===== src/rtl/dma_mc_controller.sv =====
// Multi-channel DMA engine: round-robin arbitration of NUM_CH device channels onto one memory port.
// One staging register carries each word; grants are capped at BURST_LEN words before re-arbitration.
module dma_mc_controller #(
  parameter int ADD_LEN   = 16,
  parameter int DATA_LEN  = 16,
  parameter int NUM_CH    = 2,
  parameter int BURST_LEN = 4
) (
  input  logic                         clk,
  input  logic                         reset,
  input  logic [NUM_CH-1:0]            ch_rqst,
  input  logic [NUM_CH-1:0]            ch_rd_wr,
  input  logic [NUM_CH*ADD_LEN-1:0]    ch_num_words,
  input  logic [NUM_CH*ADD_LEN-1:0]    ch_start_addr,
  input  logic [NUM_CH-1:0]            ch_dev_ack,
  input  logic [NUM_CH*DATA_LEN-1:0]   ch_dev_in,
  output logic [NUM_CH-1:0]            ch_dma_ack,
  output logic [DATA_LEN-1:0]          dev_out,
  output logic [NUM_CH-1:0]            ch_busy,
  output logic [NUM_CH-1:0]            ch_end_flag,
  output logic [NUM_CH-1:0]            ch_error,
  output logic [ADD_LEN-1:0]           dma_addr,
  output logic [DATA_LEN-1:0]          dma_out,
  output logic                         dma_en,
  output logic [1:0]                   dma_we,
  output logic                         dma_priority,
  input  logic [DATA_LEN-1:0]          dma_in,
  input  logic                         dma_ready,
  input  logic                         dma_resp
);

  localparam int CH_W = $clog2(NUM_CH);
  localparam int BW   = $clog2(BURST_LEN + 1);

  localparam logic [2:0] IDLE  = 3'd0;
  localparam logic [2:0] ARB   = 3'd1;
  localparam logic [2:0] MEM   = 3'd2;
  localparam logic [2:0] RDATA = 3'd3;
  localparam logic [2:0] DEV   = 3'd4;
  localparam logic [2:0] DONE  = 3'd5;

  logic [2:0]          state;
  logic [NUM_CH-1:0]   busy;
  logic [NUM_CH-1:0]   dir;
  logic [NUM_CH-1:0]   zero_flag;
  logic [ADD_LEN-1:0]  addr [NUM_CH];
  logic [ADD_LEN-1:0]  remaining [NUM_CH];
  logic [CH_W-1:0]     grant;
  logic [CH_W-1:0]     ptr;
  logic [BW-1:0]       burst;
  logic                err;
  logic [DATA_LEN-1:0] stage;

  logic [CH_W-1:0]     grant_next;
  logic [CH_W-1:0]     hi_idx;
  logic [CH_W-1:0]     lo_idx;
  logic                hi_found;
  logic [NUM_CH-1:0]   grant_oh;
  logic                other_busy;
  logic [BW-1:0]       burst_inc;
  logic                burst_full;
  logic                last_word;
  logic                update;
  logic [2:0]          update_state;
  logic [BW-1:0]       update_burst;

  // Prefer the lowest busy channel at or above ptr, else wrap to the lowest busy channel.
  always_comb begin
    hi_idx   = '0;
    lo_idx   = '0;
    hi_found = 1'b0;
    for (int i = NUM_CH - 1; i >= 0; i--) begin
      if (busy[i]) begin
        lo_idx = CH_W'(i);
        if (CH_W'(i) >= ptr) begin
          hi_idx   = CH_W'(i);
          hi_found = 1'b1;
        end
      end
    end
    grant_next = hi_found ? hi_idx : lo_idx;
  end

  assign grant_oh   = NUM_CH'(1) << grant;
  assign other_busy = |(busy & ~grant_oh);
  assign burst_inc  = burst + BW'(1);
  assign burst_full = (burst_inc == BW'(BURST_LEN));
  assign last_word  = (remaining[grant] == ADD_LEN'(1));

  assign update = ((state == MEM) && dma_ready && !dma_resp && !dir[grant]) ||
                  ((state == DEV) && ch_dev_ack[grant] && dir[grant]);

  // A full burst only yields when someone else is waiting; otherwise the grant just continues.
  always_comb begin
    update_burst = burst_full ? '0 : burst_inc;
    if (last_word)
      update_state = DONE;
    else if (burst_full && other_busy)
      update_state = ARB;
    else
      update_state = dir[grant] ? MEM : DEV;
  end

  always_ff @(posedge clk or posedge reset) begin
    if (reset) begin
      state     <= IDLE;
      busy      <= '0;
      dir       <= '0;
      zero_flag <= '0;
      grant     <= '0;
      ptr       <= '0;
      burst     <= '0;
      err       <= 1'b0;
      stage     <= '0;
      for (int i = 0; i < NUM_CH; i++) begin
        addr[i]      <= '0;
        remaining[i] <= '0;
      end
    end else begin
      zero_flag <= '0;
      for (int i = 0; i < NUM_CH; i++) begin
        if (ch_rqst[i] && !busy[i]) begin
          dir[i]       <= ch_rd_wr[i];
          addr[i]      <= ch_start_addr[i*ADD_LEN +: ADD_LEN];
          remaining[i] <= ch_num_words[i*ADD_LEN +: ADD_LEN];
          if (ch_num_words[i*ADD_LEN +: ADD_LEN] == '0)
            zero_flag[i] <= 1'b1;
          else
            busy[i] <= 1'b1;
        end
      end

      if (update) begin
        addr[grant]      <= addr[grant] + ADD_LEN'(1);
        remaining[grant] <= remaining[grant] - ADD_LEN'(1);
      end

      case (state)
        IDLE: if (|busy) state <= ARB;
        ARB: begin
          grant <= grant_next;
          ptr   <= (grant_next == CH_W'(NUM_CH - 1)) ? '0 : grant_next + CH_W'(1);
          burst <= '0;
          err   <= 1'b0;
          state <= dir[grant_next] ? MEM : DEV;
        end
        MEM: begin
          if (dma_ready) begin
            if (dma_resp) begin
              err   <= 1'b1;
              state <= DONE;
            end else if (dir[grant]) begin
              state <= RDATA;
            end else begin
              state <= update_state;
              burst <= update_burst;
            end
          end
        end
        RDATA: begin
          stage <= dma_in;
          state <= DEV;
        end
        DEV: begin
          if (ch_dev_ack[grant]) begin
            if (dir[grant]) begin
              state <= update_state;
              burst <= update_burst;
            end else begin
              stage <= ch_dev_in[grant*DATA_LEN +: DATA_LEN];
              state <= MEM;
            end
          end
        end
        DONE: begin
          busy[grant] <= 1'b0;
          state       <= IDLE;
        end
        default: state <= IDLE;
      endcase
    end
  end

  assign ch_busy      = busy;
  assign ch_end_flag  = zero_flag | ((state == DONE) ? grant_oh : '0);
  assign ch_error     = (state == DONE && err) ? grant_oh : '0;
  assign ch_dma_ack   = (state == DEV) ? grant_oh : '0;
  assign dma_en       = (state == MEM);
  assign dma_addr     = (state == MEM) ? addr[grant] : '0;
  assign dma_we       = (state == MEM && !dir[grant]) ? 2'b11 : 2'b00;
  assign dma_priority = 1'b0;
  assign dev_out      = stage;
  assign dma_out      = stage;

endmodule


===== config.mk =====
export PLATFORM = sky130hd
export DESIGN_NAME = dma_mc_controller
export DESIGN_NICKNAME = d
export VERILOG_FILES = /design/src/rtl/dma_mc_controller.sv
export SDC_FILE = /design/constraint.sdc
export NUM_CORES = 1
export LEC_CHECK = 0
export BUFFER_PORTS_ARGS = -buffer_cell sky130_fd_sc_hd__buf_2
export CORE_MARGIN = 3
export CORE_UTILIZATION = 25
export DETAILED_ROUTE_END_ITERATION = 8
export PLACE_DENSITY = 0.52
export SKIP_CTS_REPAIR_TIMING = 1
export SYNTH_ARGS = -nofsm -noshare
export SYNTH_HDL_FRONTEND = slang
export SYNTH_SLANG_ARGS = --single-unit

===== constraint.sdc =====
create_clock -name clk -period 8.3 [get_ports clk]
set_input_delay 1.245 -clock clk [delete_from_list [all_inputs] [get_ports clk]]
set_output_delay 1.245 -clock clk [all_outputs]
set_load 0.02 [all_outputs]

==> Word-level counts from Yosys, hierarchy flattened <==
Cells that the tools add are included.
{ "totals": {"elab_cells": 149, "inputBits": 122, "ff_bits": 95, "out_inout_bits": 60} }
{ "classes": {"n_addsub": 4, "reduce_logical": 29, "bitwise": 6, "n_mux": 72, "order_cmp": 7, "shift": 2, "n_eq_ne": 15} }
{ "op_table": {"columns": ["cell", "n"], "rows": [
  ["$mux W16", 14],
  ["$bwmux W32", 2],
  ["$mux W32", 2],
  ["$mux W3", 16],
  ["$logic_not A16 Y1", 2],
  ["$pmux W16 S2", 1],
  ["$shiftx A32 B6 Y16", 1],
  ["$mux W1", 27],
  ["$add A16 B1 Y16 const B", 1],
  ["$demux W16 S1", 1],
  ["$eq A16 B1 Y1 const B", 1],
  ["$sub A16 B1 Y16 const B", 1],
  ["$pmux W3 S5", 1],
  ["$logic_and A1 B1 Y1", 12],
  ["$ne A2 B2 Y1 const B", 6],
  ["$mux W2", 5],
  ["$eq A3 B3 Y1 const B", 3],
  ["$pmux W3 S3", 1],
  ["$reduce_and A3 Y1", 3],
  ["$eq A3 B2 Y1 const B", 2],
  ["$reduce_and A6 Y1", 1],
  ["$and A2 B2 Y2", 2],
  ["$logic_not A1 Y1", 4],
  ["$lt A1 B2 Y1 const B", 2],
  ["other kinds (19)", 24]
]} }

==> Depth between registers and ports, before layout <==
{ "logic_depth": {"depth_word": 11, "depth_mapped": 13, "ltp_nobuf": 7} }

==> Worst setup path after synthesis <==
No wires, ideal clock.
{ "synth_path": {"kind": "flip-flop to output port", "startpoint": "register grant", "endpoint": "output dma_addr[1]", "n_path_buf": 5, "path_stages_with_launch": 8, "t_required_ps": 7055, "arrival_ps": 1728, "setup_slack_ps": 5327, "cell_sequence": "dfrtp_1 buf_6 buf_6 buf_6 buf_2 buf_2 mux2_2 and2_1"} }
{ "synth_between": {"elab_chain_len": 5} }
{ "synth_lines": {"columns": ["element", "line", "source"], "rows": [
  ["start, declared", "48", "logic [CH_W-1:0] grant;"],
  ["start signal, assigned", "141", "grant <= grant_next;"],
  ["$not A1 Y2 (not written as such)", "189", "assign dma_addr = (state == MEM) ? addr[grant] : '0;"],
  ["$mux W16 (not written as such) (3 in a row)", "189", null],
  ["$mux W16", "189", null],
  ["end, declared", "22", "output logic [ADD_LEN-1:0] dma_addr,"]
]} }
Every way passes these cells. The select of a mux whose other input is x is not followed.

==> Worst setup path after layout <==
{ "layout_path": {"startpoint": "register grant", "endpoint": "output dma_we[0]"} }
{ "layout_between": {"elab_chain_len": 5} }
{ "layout_lines": {"columns": ["element", "line", "source"], "rows": [
  ["$mux W1 (not written as such) (2 in a row)", "190", "assign dma_we = (state == MEM && !dir[grant]) ? 2'b11 : 2'b00;"],
  ["$logic_not A1 Y1", "190", null],
  ["$logic_and A1 B1 Y1", "190", null],
  ["$mux W2", "190", null],
  ["end, declared", "25", "output logic [1:0] dma_we,"]
]} }
Every way passes these cells. The select of a mux whose other input is x is not followed.

==> flow_summary_export.csv <==
group,metric,value,unit
detailed_routing,routed_wl,20.7,mm
critical_path,required,7.05,ns
placed_design,io_buffers,180,
sta,min_period,3.92,ns
clock_network,clock_latency,0.35,ns
yosys,synth_seq_area_share,37.8,%
grt,grt_use_total,15.3,%
yosys,synthMostInstantiatedCell,"nand2_1",
layout,final_cells,1229,
yosys,synthCells,765,
critical_path,r2r_setup_slack,4.78,ns
die,row_count,57,
sta,finalSetupViolations,0,
placed_design,gp_congestion,0.815,
die,die-area,0.0271,mm^2
clock_network,cts_tree,"yes",
sta,fmax,255,MHz
critical_path,cpPeakStageDelay,0.75,ns
sta,rsz0062_at_grt,"false",
sta,worst_clock_skew,0.0106,ns
die,die_w,165,um
power_and_ir_drop,powerDensity,363,mW/mm^2
detailed_routing,drc_errors,0,
clock_network,clk_path_buf_depth,2,
clock_network,cts_buffers,9,
power_and_ir_drop,combPwrFrac,49.7,%
layout,fin_area,0.00762,mm^2
critical_path,end_kind,"primary output",
sta,fin_crit_sh,47.3,%
clock_network,htree_levels,3,
grt,grt_busiest_layer,"met2",
yosys,synthFlopType,"dfrtp_1",
flow_run,drv_cap,0,
die,die_h,165,um
yosys,synthTopCellsByCount,"nand2_1 (163), dfrtp_1 (95), a21oi_1 (60)",
die,core,0.0245,mm^2
placed_design,dp_hpwl,14.8,mm
critical_path,cp-start-kind,"flop",
yosys,ys_warn_count,0,
power_and_ir_drop,cellInternalPower,1500,uW
detailed_routing,via_per_inst,4.89,
layout,multi_input_area,0.00353,mm^2
critical_path,arrival,2.68,ns
layout,final-seq-area,0.00238,mm^2
critical_path,crit_chain,"buf_4 -> mux2_2 -> nor2_1 -> buf_2",
hold_path,hold_class,"flop to flop",
clock_network,root_buffer,"clkbuf_16",
detailed_routing,first_pass_iters,5,
layout,area_delta_synth_final,21.3,%
yosys,yosys-top-cells-area,"dfrtp_1 (38%), nand2_1 (9.7%), mux2i_1 (7.8%)",
sta,hold_viol_final,0,
grt,use_met1,20.4,%
grt,grt_pass1_vias,5859,
detailed_routing,antenna_left,0,
detailed_routing,dr.first_iter.drc_count,370,
run_status,status,"finished, final reports clean",
detailed_routing,wl_per_cell,16.8,um
power_and_ir_drop,seqPwrFrac,34.4,%
critical_path,cp_max_fo,59,
yosys,synth_cell_types,66,
die,ios,182,
grt,antenna_found_initial,0,
power_and_ir_drop,power.leakage,0.00353,uW
yosys,synth_edf_count,0,
yosys,synthesis.nets,892,
yosys,synth_top_area_share,37.8,%
placed_design,dp_cells,1213,
power_and_ir_drop,swShare,45.7,%
clock_network,cts_sinks,95,
power_and_ir_drop,power_switching,1260,uW
grt,grt_max_degree,60,
layout,fin_nets,1027,
layout,fillers,2652,
placed_design,dpl_cell_area,0.00731,mm^2
yosys,async_flop_share,100,%
power_and_ir_drop,finalPower,2770,uW
sta,worstMarginPinSlew,1.15,ns
yosys,syn_area_per_cell,8.22,um^2
yosys,syn_area,0.00628,mm^2
yosys,synth_seq_cells,95,
grt,gr-usage-met3,2.68,%
sta,timing.setup.tns,0,ns
power_and_ir_drop,vdd_drop_max,0.000154,V
detailed_routing,vias,6008,
layout,antennaDiodeCount,0,
sta,max_slew_margin,23.0,%
critical_path,path_class,"flop to primary output",
grt,grt_util_met2,25.3,%
sta,hold_ws,0.498,ns
critical_path,slowest_stage,"dfrtp_4",
yosys,yosysTopAreaCell,"dfrtp_1",
power_and_ir_drop,p_clk_share,15.8,%
grt,grt_pass1_wl,32.4,mm
sta,slew_violations,0,
die,start_util,25.6,%
layout,drive_gt1_share,24.9,%
clock_network,clkTransAtPathRegs,0.06,ns
grt,grt-ovfl-total,0,
worst max-delay path: cells and delay by family (launching register included):
family / cells / cell delay (ns)
buffers and inverters: 2 / 0.85
flip-flops: 1 / 0.75
multiplexers: 1 / 0.47
AND/OR/NAND/NOR: 1 / 0.15
area by class of cell:
class / instances / share of cell area (%)
multi-input combinational: 596 / 46.3
sequential: 95 / 31.2
timing repair buffer: 188 / 12.6
tap: 324 / 5.32
clock buffer: 10 / 3.14
clock inverter: 6 / 0.887
inverter: 10 / 0.525
routing by layer:
| metal | wire length, um | vias up |
|---|---|---|
| li1 | - | 2959 |
| met1 | 9540 | 2869 |
| met2 | 9770 | 159 |
| met3 | 990 | 21 |
| met4 | 354 | 0 |
| met5 | 0 | - |
state kept, by name, indices dropped and copies added (netlist names):
name / count
state: 3
burst: 3
dev_out: 16
ptr: 1
addr: 32
dir: 2
err: 1
zero_flag: 2
remaining: 32
ch_busy: 2
grant: 1
worst paths after layout:
path | startpoint | to | depth (start not counted)
setup / recovery | grant$_DFFE_PP0P_ | dma_we[0] | 4
hold / removal | ptr$_DFFE_PP0P_ | ptr$_DFFE_PP0P_ | 1
setup reg to reg | grant$_DFFE_PP0P_ | remaining[5]$_DFF_PP0_ | 6
hold reg to reg | ptr$_DFFE_PP0P_ | ptr$_DFFE_PP0P_ | 1
max in group asynchronous | reset | grant$_DFFE_PP0P_ | 3
min in group asynchronous | reset | addr[24]$_DFF_PP0_ | 2
cells in the final DEF (no fill, tap or decap), types with 7 or more instances in the layout:
cell type	n
nand2_1	163
nor3b_1	7
and3_1	48
nand3_1	15
o21ai_0	54
nor3_1	13
xor2_1	11
xnor2_1	13
buf_2	180
mux2i_1	49
inv_1	8
nor4_1	11
nand3b_1	9
a21oi_1	60
clkbuf_16	9
a31oi_1	7
buf_4	8
dfrtp_1	94
nor2_1	39
stage by stage:
step	worst slack, ns	util, %
5_1_grt	4.19	31.1
3_5_place_dp	4.73	29.8
4_1_cts	4.35	31.1
6_report	4.38	31.1
3_3_place_gp	4.73	29.8
2_1_floorplan	4.58	-
power groups by stage:
stage / Sequential [uW] / Clock (uW) / Combinational [uW]
final: 953 / 438 / 1380
after global routing: 996 / 476 / 1550
after global placement: 959 / 0 / 1370
after detailed placement: 958 / 0 / 1380
after CTS: 953 / 453 / 1390
after floorplan: 895 / 0 / 1110
kinds of logic after synthesis:
| family | count (synthesis) | share of synthesized area (%) |
|---|---|---|
| flops | 95 | 37.8 |
| mux | 55 | 8.88 |
| simple gates | 346 | 27.2 |
| xor+xnor | 24 | 3.34 |
| compound gates | 165 | 15.4 |
| buf+inv | 74 | 6.27 |
| fa+ha+maj | 5 | 0.995 |
| other cells | 1 | 0.0597 |
Note: power is estimated with default switching activity, not from simulation.
